==> config.mk <==
export PLATFORM = sky130hd
export DESIGN_NAME = clock_set_ctrl_flat
export DESIGN_NICKNAME = d
export VERILOG_FILES = /design/src/rtl/clock_pkg.sv /design/src/rtl/clock_set_ctrl_if.sv /design/src/rtl/edge_rise.sv /design/src/rtl/clock_set_ctrl.sv /design/src/flat_wrapper.sv
export SDC_FILE = /design/constraint.sdc
export NUM_CORES = 1
export LEC_CHECK = 0
export BUFFER_PORTS_ARGS = -buffer_cell sky130_fd_sc_hd__buf_2
export CAP_MARGIN = 10
export CORE_ASPECT_RATIO = 0.7
export CORE_MARGIN = 10
export CORE_UTILIZATION = 45
export CTS_CLUSTER_SIZE = 25
export DETAILED_ROUTE_END_ITERATION = 10
export SYNTH_ARGS = -nofsm -noshare
export SYNTH_HDL_FRONTEND = slang
export SYNTH_SLANG_ARGS = --single-unit
==> constraint.sdc <==
create_clock -name clk -period 2.4 [get_ports clk]
set_input_delay 0.48 -clock clk [delete_from_list [all_inputs] [get_ports clk]]
set_output_delay 0.48 -clock clk [all_outputs]
set_load 0.05 [all_outputs]
==> src/rtl/clock_pkg.sv <==
// Shared types and constants for the seconds/minutes clock datapath and its decoders.
package clock_pkg;

  typedef enum logic [1:0] {
    RUN     = 2'd0,
    SET_MIN = 2'd1,
    SET_SEC = 2'd2
  } state_t;

  localparam int unsigned TIME_W      = 6;
  localparam int unsigned SEC_PER_MIN = 60;
  localparam int unsigned MIN_PER_HR  = 60;

  // Modulo increment for a time field; wraps to zero at the field's limit.
  function automatic logic [TIME_W-1:0] wrap_inc(input logic [TIME_W-1:0] v,
                                                 input int unsigned modulus);
    return (32'(v) == modulus - 1) ? '0 : v + TIME_W'(1);
  endfunction

endpackage

==> src/rtl/clock_set_ctrl_if.sv <==
// Button inputs and time/display outputs of the clock mode controller.
interface clock_set_ctrl_if;
  import clock_pkg::*;

  logic              btn_mode;
  logic              btn_inc;
  logic [TIME_W-1:0] sec;
  logic [TIME_W-1:0] min;
  logic              running;
  logic              tick_1hz;
  logic              blink_min;
  logic              blink_sec;

  modport master (
    output btn_mode, btn_inc,
    input  sec, min, running, tick_1hz, blink_min, blink_sec
  );

  modport slave (
    input  btn_mode, btn_inc,
    output sec, min, running, tick_1hz, blink_min, blink_sec
  );
endinterface

==> src/rtl/edge_rise.sv <==
// Registered rising-edge detector; the history register tracks the button through
// reset so a button held across reset release yields no edge.
module edge_rise (
  input  logic clk,
  input  logic reset,
  input  logic btn,
  output logic rise_c
);

  logic btn_q;

  always_ff @(posedge clk) begin
    btn_q <= btn;
  end

  assign rise_c = btn & ~btn_q & ~reset;

endmodule

==> src/rtl/clock_set_ctrl.sv <==
// Run/set mode FSM, 1 Hz prescaler, blink phase generator and minute/second counters.
module clock_set_ctrl
  import clock_pkg::*;
#(
  parameter int unsigned CLK_HZ = 50_000_000
) (
  input  logic             clk,
  input  logic             reset,
  clock_set_ctrl_if.slave  bus
);

  localparam int unsigned PW   = $clog2(CLK_HZ);
  localparam int unsigned HALF = CLK_HZ / 2;
  localparam int unsigned BW   = $clog2(HALF);

  state_t            state, state_next;
  logic [PW-1:0]     presc, presc_next;
  logic [BW-1:0]     bcnt, bcnt_next;
  logic              phase, phase_next;
  logic [TIME_W-1:0] sec_cnt, sec_next;
  logic [TIME_W-1:0] min_cnt, min_next;
  logic              running, running_next;
  logic              tick, tick_next;
  logic              blink_min, blink_min_next;
  logic              blink_sec, blink_sec_next;
  logic              mode_rise_c, inc_rise_c;

  edge_rise u_mode_edge (
    .clk    (clk),
    .reset  (reset),
    .btn    (bus.btn_mode),
    .rise_c (mode_rise_c)
  );

  edge_rise u_inc_edge (
    .clk    (clk),
    .reset  (reset),
    .btn    (bus.btn_inc),
    .rise_c (inc_rise_c)
  );

  always_ff @(posedge clk) begin
    if (reset) begin
      state     <= RUN;
      presc     <= '0;
      bcnt      <= '0;
      phase     <= 1'b0;
      sec_cnt   <= '0;
      min_cnt   <= '0;
      running   <= 1'b1;
      tick      <= 1'b0;
      blink_min <= 1'b0;
      blink_sec <= 1'b0;
    end else begin
      state     <= state_next;
      presc     <= presc_next;
      bcnt      <= bcnt_next;
      phase     <= phase_next;
      sec_cnt   <= sec_next;
      min_cnt   <= min_next;
      running   <= running_next;
      tick      <= tick_next;
      blink_min <= blink_min_next;
      blink_sec <= blink_sec_next;
    end
  end

  always_comb begin
    state_next = state;
    presc_next = presc;
    sec_next   = sec_cnt;
    min_next   = min_cnt;
    tick_next  = 1'b0;

    unique case (state)
      RUN: begin
        // A tick coinciding with a mode edge is still applied.
        if (presc == PW'(CLK_HZ - 1)) begin
          presc_next = '0;
          tick_next  = 1'b1;
          sec_next   = wrap_inc(sec_cnt, SEC_PER_MIN);
          if (32'(sec_cnt) == SEC_PER_MIN - 1) begin
            min_next = wrap_inc(min_cnt, MIN_PER_HR);
          end
        end else begin
          presc_next = presc + PW'(1);
        end
        if (mode_rise_c) begin
          state_next = SET_MIN;
          presc_next = '0;
        end
      end
      SET_MIN: begin
        presc_next = '0;
        if (mode_rise_c) begin
          state_next = SET_SEC;
        end else if (inc_rise_c) begin
          min_next = wrap_inc(min_cnt, MIN_PER_HR);
        end
      end
      SET_SEC: begin
        presc_next = '0;
        if (mode_rise_c) begin
          state_next = RUN;
        end else if (inc_rise_c) begin
          sec_next = wrap_inc(sec_cnt, SEC_PER_MIN);
        end
      end
      default: begin
        state_next = RUN;
        presc_next = '0;
      end
    endcase

    // Half-second phase restarts from low on every state change.
    if (state_next != state) begin
      bcnt_next  = '0;
      phase_next = 1'b0;
    end else if (bcnt == BW'(HALF - 1)) begin
      bcnt_next  = '0;
      phase_next = ~phase;
    end else begin
      bcnt_next  = bcnt + BW'(1);
      phase_next = phase;
    end

    running_next   = (state_next == RUN);
    blink_min_next = (state_next == SET_MIN) & phase_next;
    blink_sec_next = (state_next == SET_SEC) & phase_next;
  end

  assign bus.sec       = sec_cnt;
  assign bus.min       = min_cnt;
  assign bus.running   = running;
  assign bus.tick_1hz  = tick;
  assign bus.blink_min = blink_min;
  assign bus.blink_sec = blink_sec;

endmodule

==> src/flat_wrapper.sv <==
// flat-port wrapper written by rule: the top's interface ports become plain ports
module clock_set_ctrl_flat import clock_pkg::*;
#(
  parameter int unsigned CLK_HZ = 50_000_000
)
  (clk, reset, bus_btn_mode, bus_btn_inc, bus_sec, bus_min, bus_running, bus_tick_1hz, bus_blink_min, bus_blink_sec);
  clock_set_ctrl_if bus_i ();
  input  logic clk;
  input  logic reset;
  input wire logic [$bits(bus_i.btn_mode)-1:0] bus_btn_mode;
  input wire logic [$bits(bus_i.btn_inc)-1:0] bus_btn_inc;
  output wire logic [$bits(bus_i.sec)-1:0] bus_sec;
  output wire logic [$bits(bus_i.min)-1:0] bus_min;
  output wire logic [$bits(bus_i.running)-1:0] bus_running;
  output wire logic [$bits(bus_i.tick_1hz)-1:0] bus_tick_1hz;
  output wire logic [$bits(bus_i.blink_min)-1:0] bus_blink_min;
  output wire logic [$bits(bus_i.blink_sec)-1:0] bus_blink_sec;
  assign bus_i.btn_mode = bus_btn_mode;
  assign bus_i.btn_inc = bus_btn_inc;
  assign bus_sec = bus_i.sec;
  assign bus_min = bus_i.min;
  assign bus_running = bus_i.running;
  assign bus_tick_1hz = bus_i.tick_1hz;
  assign bus_blink_min = bus_i.blink_min;
  assign bus_blink_sec = bus_i.blink_sec;
  clock_set_ctrl #(.CLK_HZ(CLK_HZ)) u_core (.clk(clk), .reset(reset), .bus(bus_i));
endmodule
Word level (Yosys, flattened, before mapping) --
Index checks and enable logic that the tools add are counted.
Operators by class: add/sub/neg operators 4, eq/ne operators 15, muxes and demuxes 18, bitwise logic cells 11, reduce and logical (&&, ||, !) cells 9
Operator list (number):
- 2-to-1 mux 6 bit | 9
- adder 26 x 1 -> 26 bit (second input constant) | 1
- equality test 26 bit (second input constant) | 1
- adder 25 x 1 -> 25 bit (second input constant) | 1
- equality test 25 bit (second input constant) | 1
- one-hot mux 6 bit (2 select lines) | 2
- adder 6 x 1 -> 6 bit (second input constant) | 2
- equality test 6 bit (second input constant) | 2
- != test 2 x 1 -> 1 bit (second input constant) | 4
- AND 1 bit | 6
- 2-to-1 mux 2 bit | 3
- one-hot mux 2 bit (3 select lines) | 1
- inverter 1 bit | 5
- AND reduction 5 bit | 1
- equality test 2 x 1 -> 1 bit (second input constant) | 2
- equality test 2 bit (second input constant) | 2
- logical NOT 2 bit | 2
- != test 2 bit (second input constant) | 2
- AND reduction 4 bit | 1
- nonzero test 2 bit | 2
- OR reduction 4 bit | 1
- 2-to-1 mux 1 bit | 3
- OR reduction 3 bit | 1
- != test 2 bit | 1
- OR reduction 2 bit | 1
Storage, ports and cells: register bits 72, input bits 4, output and inout port bits 16, logic and storage cells 69

Logic depth before layout (Yosys ltp) --
Gate-level depths: netlist of run 1.
depth after elaboration 8, depth in mapped cells 7, gate-level depth less buffers 6

Hierarchy --
A second synthesis of run 1 with hierarchy kept.
Unflattened totals: cells, all modules 356, area, all modules 3181.8 µm²
By module, submodules not included:
- clock_set_ctrl | times used 1, cells each 352, area each 3116.7 µm², sequential area each 1401.3 µm²
- edge_rise | times used 2, cells each 2, area each 32.5 µm², sequential area each 20.0 µm²

Worst setup path before layout of run 1 --
No wires, ideal clock.
kind reg-to-reg, start reg u_core.sec_cnt[0] (netlist: u_core.bus.sec[0]), end reg u_core.min_cnt[0] (netlist: u_core.bus.min[0]), setup time 0.070 ns, arrival time 2.054 ns, required time 2.330 ns, slack 0.275 ns, cell stages (with the launch flop) 7, clock period less this slack 2.125 ns, cells stage by stage dfxtp_1 ha_1 nand2_1 nor3_1 nand4_2 a211o_1 a21oi_1
Between the ends: cells in the longest elaborated chain, start to end 3
Ends and longest elaborated chain:
- from (decl) | RTL line clock_set_ctrl.sv:20 | logic [TIME_W-1:0] sec_cnt, sec_next;
- from (signal assigned) | RTL line clock_set_ctrl.sv:59 | sec_cnt <= sec_next;
- equality test 6 bit | RTL line clock_set_ctrl.sv:82 | if (32'(sec_cnt) == SEC_PER_MIN - 1) begin
- != test 2 x 1 -> 1 bit (no line)
- AND reduction 5 bit (no line)
- to (signal assigned) | RTL line clock_set_ctrl.sv:60 | min_cnt <= min_next;
- to (decl) | RTL line clock_set_ctrl.sv:21 | logic [TIME_W-1:0] min_cnt, min_next;
Every way passes these cells. A chain may end at the register's enable or synchronous reset.

Worst setup path in the final report of run 1 --
start reg u_core.presc[0], end reg u_core.sec_cnt[5] (netlist: u_core.bus.sec[5])
Between the ends: cells in the longest elaborated chain, start to end 3
Ends and longest elaborated chain:
- from (decl) | RTL line clock_set_ctrl.sv:17 | logic [PW-1:0] presc, presc_next;
- from (signal assigned) | RTL line clock_set_ctrl.sv:56 | presc <= presc_next;
- equality test 26 bit | RTL line clock_set_ctrl.sv:78 | if (presc == PW'(CLK_HZ - 1)) begin
- != test 2 x 1 -> 1 bit (no line)
- AND reduction 4 bit (no line)
Every way passes these cells.

==> results of run 1 <==
-- layer usage --
metal	track usage, %	share of wire (%)	up-vias	routed length, um
met5	0	0	-	0
met2	15.8	38	30	2430
met1	16.9	57	1147	3580
met3	4.27	4.0	5	251
li1	-	-	1349	-
met4	4.16	1.0	0	65
-- how the worst min path moves through the flow --
stage | start | end | slack (ns) | depth (start not counted)
2_1_floorplan | u_core.state[0] | u_core.bus.blink_min | 0.44 | 2
3_3_place_gp | u_core.presc[0] | u_core.presc[0] | 0.46 | 1
3_5_place_dp | u_core.state[0] | u_core.bus.blink_min | 0.46 | 2
4_1_cts | bus_btn_mode | u_core.u_mode_edge.btn_q | 0.22 | 1
5_1_grt | bus_btn_mode | u_core.u_mode_edge.btn_q | 0.22 | 1
6_report | bus_btn_mode | u_core.u_mode_edge.btn_q | 0.25 | 1
-- state kept, by name (all words and copies together) (netlist names) --
name / cells
u_core.u_mode_edge.btn_q: 1
u_core.bus.running: 1
u_core.phase: 1
u_core.bus.tick_1hz: 1
u_core.bus.blink_sec: 1
u_core.bus.blink_min: 1
u_core.bus.min: 6
u_core.bcnt: 25
u_core.presc: 26
u_core.state: 2
u_core.u_inc_edge.btn_q: 1
u_core.bus.sec: 6
-- critical path: cells and delay by family (launching register included) --
family                     cells  cell delay, ns
adders and majority gates      1            0.26
DFF                            1            0.42
AOI/OAI and AO/OA              2            0.29
and+or+nand+nor                3            0.99
-- power breakdown --
| part | total [mW] | switching, mW | internal, mW |
|---|---|---|---|
| Combinational | 0.0811 | 0.0569 | 0.0242 |
| Clock | 1.01 | 0.509 | 0.503 |
| Sequential | 1.22 | 0.0116 | 1.21 |
| Total | 2.31 | 0.578 | 1.73 |
-- through the flow --
stage	util (%)	total power [mW]	instances	worst slack, ns
2_1_floorplan	-	1.30	371	0.275
3_3_place_gp	50.0	1.33	479	0.333
3_5_place_dp	50.0	1.33	479	0.310
4_1_cts	53.1	2.35	495	0.393
5_1_grt	53.1	2.42	495	0.239
6_report	53.1	2.31	495	0.400
-- area by class of cell --
cell class                      instances  area (um^2)  share of cell area [%]
Sequential cell                        72         1440                    39.5
Clock buffer                            9          124                    3.39
Tap cell                               94          118                    3.22
Clock inverter                          7         86.3                    2.36
Timing Repair Buffer                   25          140                    3.84
Multi-Input combinational cell        279         1710                    46.7
Inverter                                9         36.3                   0.993
-- logic make-up (layout without fill, tap and decap cells) --
kind of cell	Yosys count	in the layout	synth area share (%)
adders and majority gates	4	4	1.54
and+or+nand+nor	192	192	30.6
buffers and inverters	20	50	2.86
muxes	1	1	0.309
xor gates and xnor gates	49	49	13.2
AOI/OAI and AO/OA	33	33	6.99
DFF	72	72	44.5
-- placed cells by master, fill, tap and decap left out, types with 3 or more instances in the layout --
| cell type | count |
|---|---|
| and3_1 | 10 |
| inv_1 | 8 |
| dfxtp_1 | 72 |
| a21oi_1 | 12 |
| nor3_1 | 21 |
| buf_4 | 6 |
| xor2_1 | 25 |
| and4_1 | 3 |
| xnor2_1 | 24 |
| clkbuf_8 | 9 |
| buf_2 | 19 |
| nand4_1 | 10 |
| nand2_1 | 26 |
| ha_1 | 4 |
| nor4_1 | 9 |
| a211oi_1 | 3 |
| nand3_1 | 28 |
| or4_1 | 3 |
| o21ai_0 | 6 |
| nor2_1 | 59 |
| nor2b_1 | 3 |
==> metrics.md, run 1 <==
| Metric | Value |
|---|---|
| Layout cell share with drive strength beyond 1 | `13.2%` |
| Final setup fails | `0` |
| Peak VDD IR | `0.000315 V` |
| Port bufs | `19` |
| Syn nets | `379` |
| Synth Instances | `371` |
| Period utilization | `83.3%` |
| Most common cell in the netlist | `dfxtp_1` |
| Post-DP HPWL | `4410 um` |
| Rows | `25` |
| CTS tree | `yes` |
| Via count | `2531` |
| F_max | `0.500 GHz` |
| Count of state elements after synthesis | `72` |
| EDFF count, synth | `0` |
| Critical-path top delay cell | `or4_1` |
| Clk_lat worst skew | `0.35 ns` |
| GR Util All Layers | `11.8%` |
| Sequential cell area fraction in the yosys report | `44.5%` |
| Cell area after synthesis | `0.00324 mm^2` |
| Critical path cell sequence | `ha_1, and2_1, and4_4, a31oi_4, or4_1, a21oi_1` |
| Fraction of registers with async set/reset | `0%` |
| Final hold slack | `0.247 ns` |
| Crit path to | `u_core.bus.sec[5]` |
| H-tree levels | `3` |
| Clock Tree Root | `clkbuf_8` |
| Final instance area | `0.00365 mm^2` |
| # IOs | `20` |
| Dpl cell area | `0.00344 mm^2` |
| Yosys cell types | `47` |
| CP Class | `reg2reg` |
| Yosys top cell by area | `dfxtp_1` |
| Beginning of the critical path | `u_core.presc[0]` |
| Drt pass-1 iters | `4` |
| RSZ-0062 raised after global routing | `false` |
| Clock Pin Slew Worst Setup and Hold Paths | `0.09 ns` |
| Top FF cell, synth | `dfxtp_1` |
| CTS Sinks | `72` |
| Initial antenna violation count | `0` |
| Crit-path max cell delay | `0.49 ns` |
| Routability congestion estimate | `0.768` |
| Clk_skew | `0.0121 ns` |
| CTS max path bufs | `2` |
| Global-route wire length before repair | `10900 um` |
| Average wire per standard cell | `12.8 um` |
| Reg2Reg Setup Slack | `0.40 ns` |
| Hold-fix buffers, CTS | `0` |
| Initial Util | `47.1%` |
| N_diodes | `0` |
| Post-layout nets | `404` |
| Slew margin rel. | `51.8%` |
| DRC viols | `0` |
| Worst path arrival time | `2.29 ns` |
| Min-Delay Path Class | `in2reg` |
| Largest net degree at the start of global routing | `26` |
| Die height | `91.0 um` |
| Area contributors post-synth | `dfxtp_1 44%, nor2_1 6.8%, xor2_1 6.8%` |
| Synth warn | `0` |
| Worst Setup End Kind | `flip-flop` |
| Final Hold Vio Count | `0` |
| Cts bufs inserted | `9` |
| Die ar. | `0.0111 mm^2` |
| Critical Path RT | `2.69 ns` |
| Reg-to-reg critical path endpoint | `u_core.bus.sec[5]` |
| Die X | `121 um` |
| Area grow syn2layout | `12.7%` |
| CP Launch Type | `flip-flop` |
| Vias in the first global route | `2289` |
| TNS Setup | `0 ns` |
| Filler instances | `671` |
| Worst reg2reg path depth | `6` |
| Remaining global-route overflow | `0` |
| Max Slew Vio Count | `0` |
| Reg-to-Reg Start | `u_core.presc[0]` |
| Leak Pwr | `1.26 nW` |
| Total wire length | `6330 um` |
| Post-CTS Setup Inserts | `0` |
| Vias per cell | `5.11` |
| Status | `finished clean` |
| CORE AREA | `0.00688 mm^2` |
| Max Cap Viol | `0` |
| Max FO, Critical Path | `10` |
| Avg Inst Size Synth | `8.74 um^2` |
| Tmin final | `2.00 ns` |
| Initial detailed-routing violation count | `220` |
| Worst-Margin Slew | `0.716 ns` |
| Power density cells | `633 mW/mm^2` |
| Routed Antenna Nets | `0` |
| Commonest cells post-synth | `72 x dfxtp_1, 59 x nor2_1, 28 x nand3_1, 26 x nand2_1, 25 x xor2_1` |
| Post-cts sizing count | `0` |
| Share of Yosys cell area claimed by the top area cell type | `44.5%` |
(Power assumes the default switching activity.)
==> run 2, diff against run 1 <==
--- a/config.mk
+++ b/config.mk
@@ -5,6 +5,7 @@
 export SDC_FILE = /design/constraint.sdc
 export NUM_CORES = 1
 export LEC_CHECK = 0
+export ABC_AREA = 1
 export BUFFER_PORTS_ARGS = -buffer_cell sky130_fd_sc_hd__buf_2
 export CAP_MARGIN = 10
 export CORE_ASPECT_RATIO = 0.7
==> constraint.sdc (replaced) <==
create_clock -name clk -period 1.8 [get_ports clk]
set_input_delay 0.36 -clock clk [delete_from_list [all_inputs] [get_ports clk]]
set_output_delay 0.36 -clock clk [all_outputs]
set_load 0.05 [all_outputs]
==> metrics.md, run 2 <==
| Metric | Value |
|---|---|
| Die X | `130 um (+7.0%)` |
| Initial antenna violation count | `0 (unchanged)` |
| Peak VDD IR | `0.000463 V (+47%)` |
| Power density cells | `805 mW/mm^2 (+27%)` |
| Status | `finished clean` |
| Worst-Margin Slew | `0.392 ns (-0.324 ns)` |
| Biggest register | `u_core.presc` |
| N_diodes | `0 (unchanged)` |
| Max FO, Critical Path | `25 (+15)` |
| Synth Instances | `550 (+48%)` |
| CTS max path bufs | `2 (unchanged)` |
| Cts bufs inserted | `9 (unchanged)` |
| Reg2Reg Setup Slack | `0.16 ns (-0.24 ns)` |
| Routed Antenna Nets | `0 (unchanged)` |
| Total wire length | `8590 um (+36%)` |
| Post-Route Utilization | `54.3% (+1.2 points)` |
| Min-Delay Path Class | `in2reg` |
| Yosys cell types | `33 (-30%)` |
| Clk_lat worst skew | `0.33 ns (-0.02 ns)` |
| Area contributors post-synth | `dfxtp_1 38%, nand2_1 13%, nor2_1 9.0%` |
| DRC viols | `0 (unchanged)` |
| Max Slew Vio Count | `0 (unchanged)` |
| Worst path arrival time | `1.86 ns (-0.43 ns)` |
| Worst slack, placed | `0.179 ns (-0.132 ns)` |
| Clock Tree Root | `clkbuf_16` |
| CP Class | `reg2reg` |
| Most common cell in the netlist | `nand2_1` |
| Drt pass-1 iters | `5 (+1)` |
| Register area | `0.00144 mm^2 (+0.17%)` |
| Global-route wire length before repair | `15000 um (+37%)` |
| Sequential cell area fraction in the yosys report | `37.9% (-6.6 points)` |
| GR Util All Layers | `14.2% (+2.4 points)` |
| CTS Sinks | `72 (unchanged)` |
| Slew margin rel. | `73.7% (+22 points)` |
| Critical Path RT | `2.02 ns (-0.67 ns)` |
| Via count | `3472 (+37%)` |
| Commonest cells post-synth | `135 x nand2_1, 91 x nor2_1, 72 x dfxtp_1, 57 x inv_1, 38 x a21oi_1` |
| Yosys top cell by area | `dfxtp_1` |
| Hold-fix buffers, CTS | `0 (unchanged)` |
| CTS tree | `yes` |
| Final Hold Vio Count | `0 (unchanged)` |
| Largest registers | `u_core.presc: 26 flops, u_core.bcnt: 25 flops` |
| Port bufs | `19 (unchanged)` |
| Tmin final | `1.64 ns (-0.361 ns)` |
| Cell mode on critical path | `nand2_1` |
| Remaining global-route overflow | `0 (unchanged)` |
| Largest net degree at the start of global routing | `27 (+3.8%)` |
| Post-cts sizing count | `0 (unchanged)` |
| Period utilization | `91.1% (+7.7 points)` |
| CORE AREA | `0.00804 mm^2 (+17%)` |
| Vias in the first global route | `3156 (+38%)` |
| Routability congestion estimate | `0.898 (+17%)` |
| Die ar. | `0.0126 mm^2 (+14%)` |
| EDFF count, synth | `0 (unchanged)` |
| Crit path to | `u_core.bcnt[23]` |
| Leak Pwr | `1.55 nW (+24%)` |
| Worst reg2reg path depth | `9 (+3)` |
| Critical path cell sequence | `ha_1, nand2_1, nor2_4, nand2_1, nor2_1, nand2_1, nand3_2, buf_12, a21oi_1` |
| Reg-to-Reg Start | `u_core.bcnt[0]` |
| RSZ-0062 raised after global routing | `false` |
| Most common cell after layout, fill and taps aside | `nand2_1` |
| Worst Setup End Kind | `flip-flop` |
| Crit-path max cell delay | `0.36 ns (-0.13 ns)` |
| Clock Pin Slew Worst Setup and Hold Paths | `0.06 ns (-0.03 ns)` |
| Count of state elements after synthesis | `72 (unchanged)` |
| Commonest cells after routing, fill and taps aside | `135 x nand2_1, 91 x nor2_1, 70 x dfxtp_1, 57 x inv_1, 38 x a21oi_1` |
| Share of Yosys cell area claimed by the top area cell type | `37.9% (-6.6 points)` |
| Synth warn | `0 (unchanged)` |
| Avg Inst Size Synth | `6.92 um^2 (-21%)` |
| CP Launch Type | `flip-flop` |
| Rows | `27 (+8.0%)` |
| Syn nets | `558 (+47%)` |
| Max FFs per register | `26 (unchanged)` |
| Post-layout nets | `593 (+47%)` |
| H-tree levels | `3 (unchanged)` |
| Top FF cell, synth | `dfxtp_1` |
| Average wire per standard cell | `12.4 um (-2.7%)` |
| Vias per cell | `5.02 (-1.7%)` |
| Initial Util | `47.3% (+0.23 points)` |
| TNS Setup | `0 ns (unchanged)` |
| Final setup fails | `0 (unchanged)` |
| Cell area after synthesis | `0.00381 mm^2 (+17%)` |
| Clk_skew | `0.00508 ns (-0.00705 ns)` |
| Post-route setup slack | `0.161 ns (-0.239 ns)` |
| Fraction of registers with async set/reset | `0% (unchanged)` |
| F_max | `0.610 GHz (+22%)` |
| Layout cell share with drive strength beyond 1 | `14.7% (+1.5 points)` |
| Beginning of the critical path | `u_core.bcnt[0]` |
| Critical-path top delay cell | `dfxtp_1` |
| Post-DP HPWL | `6500 um (+47%)` |
| Initial detailed-routing violation count | `351 (+60%)` |
| Die height | `96.9 um (+6.5%)` |
| Multi-input logic area | `0.00208 mm^2 (+22%)` |
| Filler instances | `796 (+19%)` |
| Post-CTS Setup Inserts | `0 (unchanged)` |
| # IOs | `20 (unchanged)` |
| Max Cap Viol | `0 (unchanged)` |
| Reg-to-reg critical path endpoint | `u_core.bcnt[23]` |
| Area grow syn2layout | `14.6%` |
run 2: power breakdown:
| group | switching (mW) | internal, mW | leakage, nW | total, mW |
|---|---|---|---|---|
| Clock | 0.690 | 1.07 | 0.141 | 1.76 |
| Sequential | 0.0116 | 1.61 | 0.583 | 1.62 |
| Combinational | 0.0878 | 0.0420 | 0.830 | 0.130 |
| Total | 0.789 | 2.72 | 1.55 | 3.51 |
run 2: worst min path at each step:
| stage | start | endpoint | slack (ns) | cells after the start |
|---|---|---|---|---|
| finish | bus_btn_mode | u_core.u_mode_edge.btn_q | 0.17 | 1 |
| global route | bus_btn_mode | u_core.u_mode_edge.btn_q | 0.15 | 1 |
| CTS | bus_btn_inc | u_core.u_inc_edge.btn_q | 0.15 | 1 |
| detailed placement | u_core.bcnt[0] | u_core.bcnt[0] | 0.45 | 1 |
| global placement | u_core.bcnt[0] | u_core.bcnt[0] | 0.44 | 1 |
| floorplan | bus_btn_inc | u_core.u_inc_edge.btn_q | 0.39 | 0 |
run 2: stage by stage:
| stage | instance area (um^2) | hold WS, ns | std cells | power, mW |
|---|---|---|---|---|
| final | 4360 | 0.166 | 691 | 3.51 |
| after CTS | 4360 | 0.152 | 691 | 3.55 |
| after detailed placement | 4070 | 0.454 | 675 | 1.79 |
| after floorplan | 3810 | 0.388 | 550 | 1.76 |
| after global routing | 4360 | 0.152 | 691 | 3.65 |
| after global placement | 4070 | 0.441 | 675 | 1.79 |
run 2: cell type report:
type | instances | share of cell area (%)
Multi-Input combinational cell | 412 | 47.6
Tap cell | 101 | 2.90
Timing Repair Buffer | 31 | 4.53
Clock buffer | 9 | 5.16
Clock inverter | 7 | 1.66
Sequential cell | 72 | 33.1
Inverter | 59 | 5.08
run 2: cell families (layout without fill, tap and decap cells):
family	count (synthesis)	in the layout	share of synthesized area, %
flops	72	72	37.9
simple gates	340	340	41.8
buf+inv	66	106	7.59
fa+ha+maj	4	4	1.31
compound gates	49	49	7.07
xor+xnor	19	19	4.37
run 2: layer usage:
metal | vias to the layer above | GRT usage, % | wire, um
met1 | 1526 | 21.3 | 4700
met4 | 0 | 3.17 | 70
met2 | 101 | 18.3 | 3110
met3 | 7 | 5.39 | 716
met5 | - | 0 | 0
li1 | 1838 | - | -
run 2: worst max-delay path, delay by kind of cell (launching register included):
family                   cells  cell delay, ns
AND/OR/NAND/NOR              6            0.71
flip-flops                   1            0.36
adder cells (fa/ha/maj)      1            0.21
buffers and inverters        1            0.17
AO/OA/AOI/OAI                1            0.06
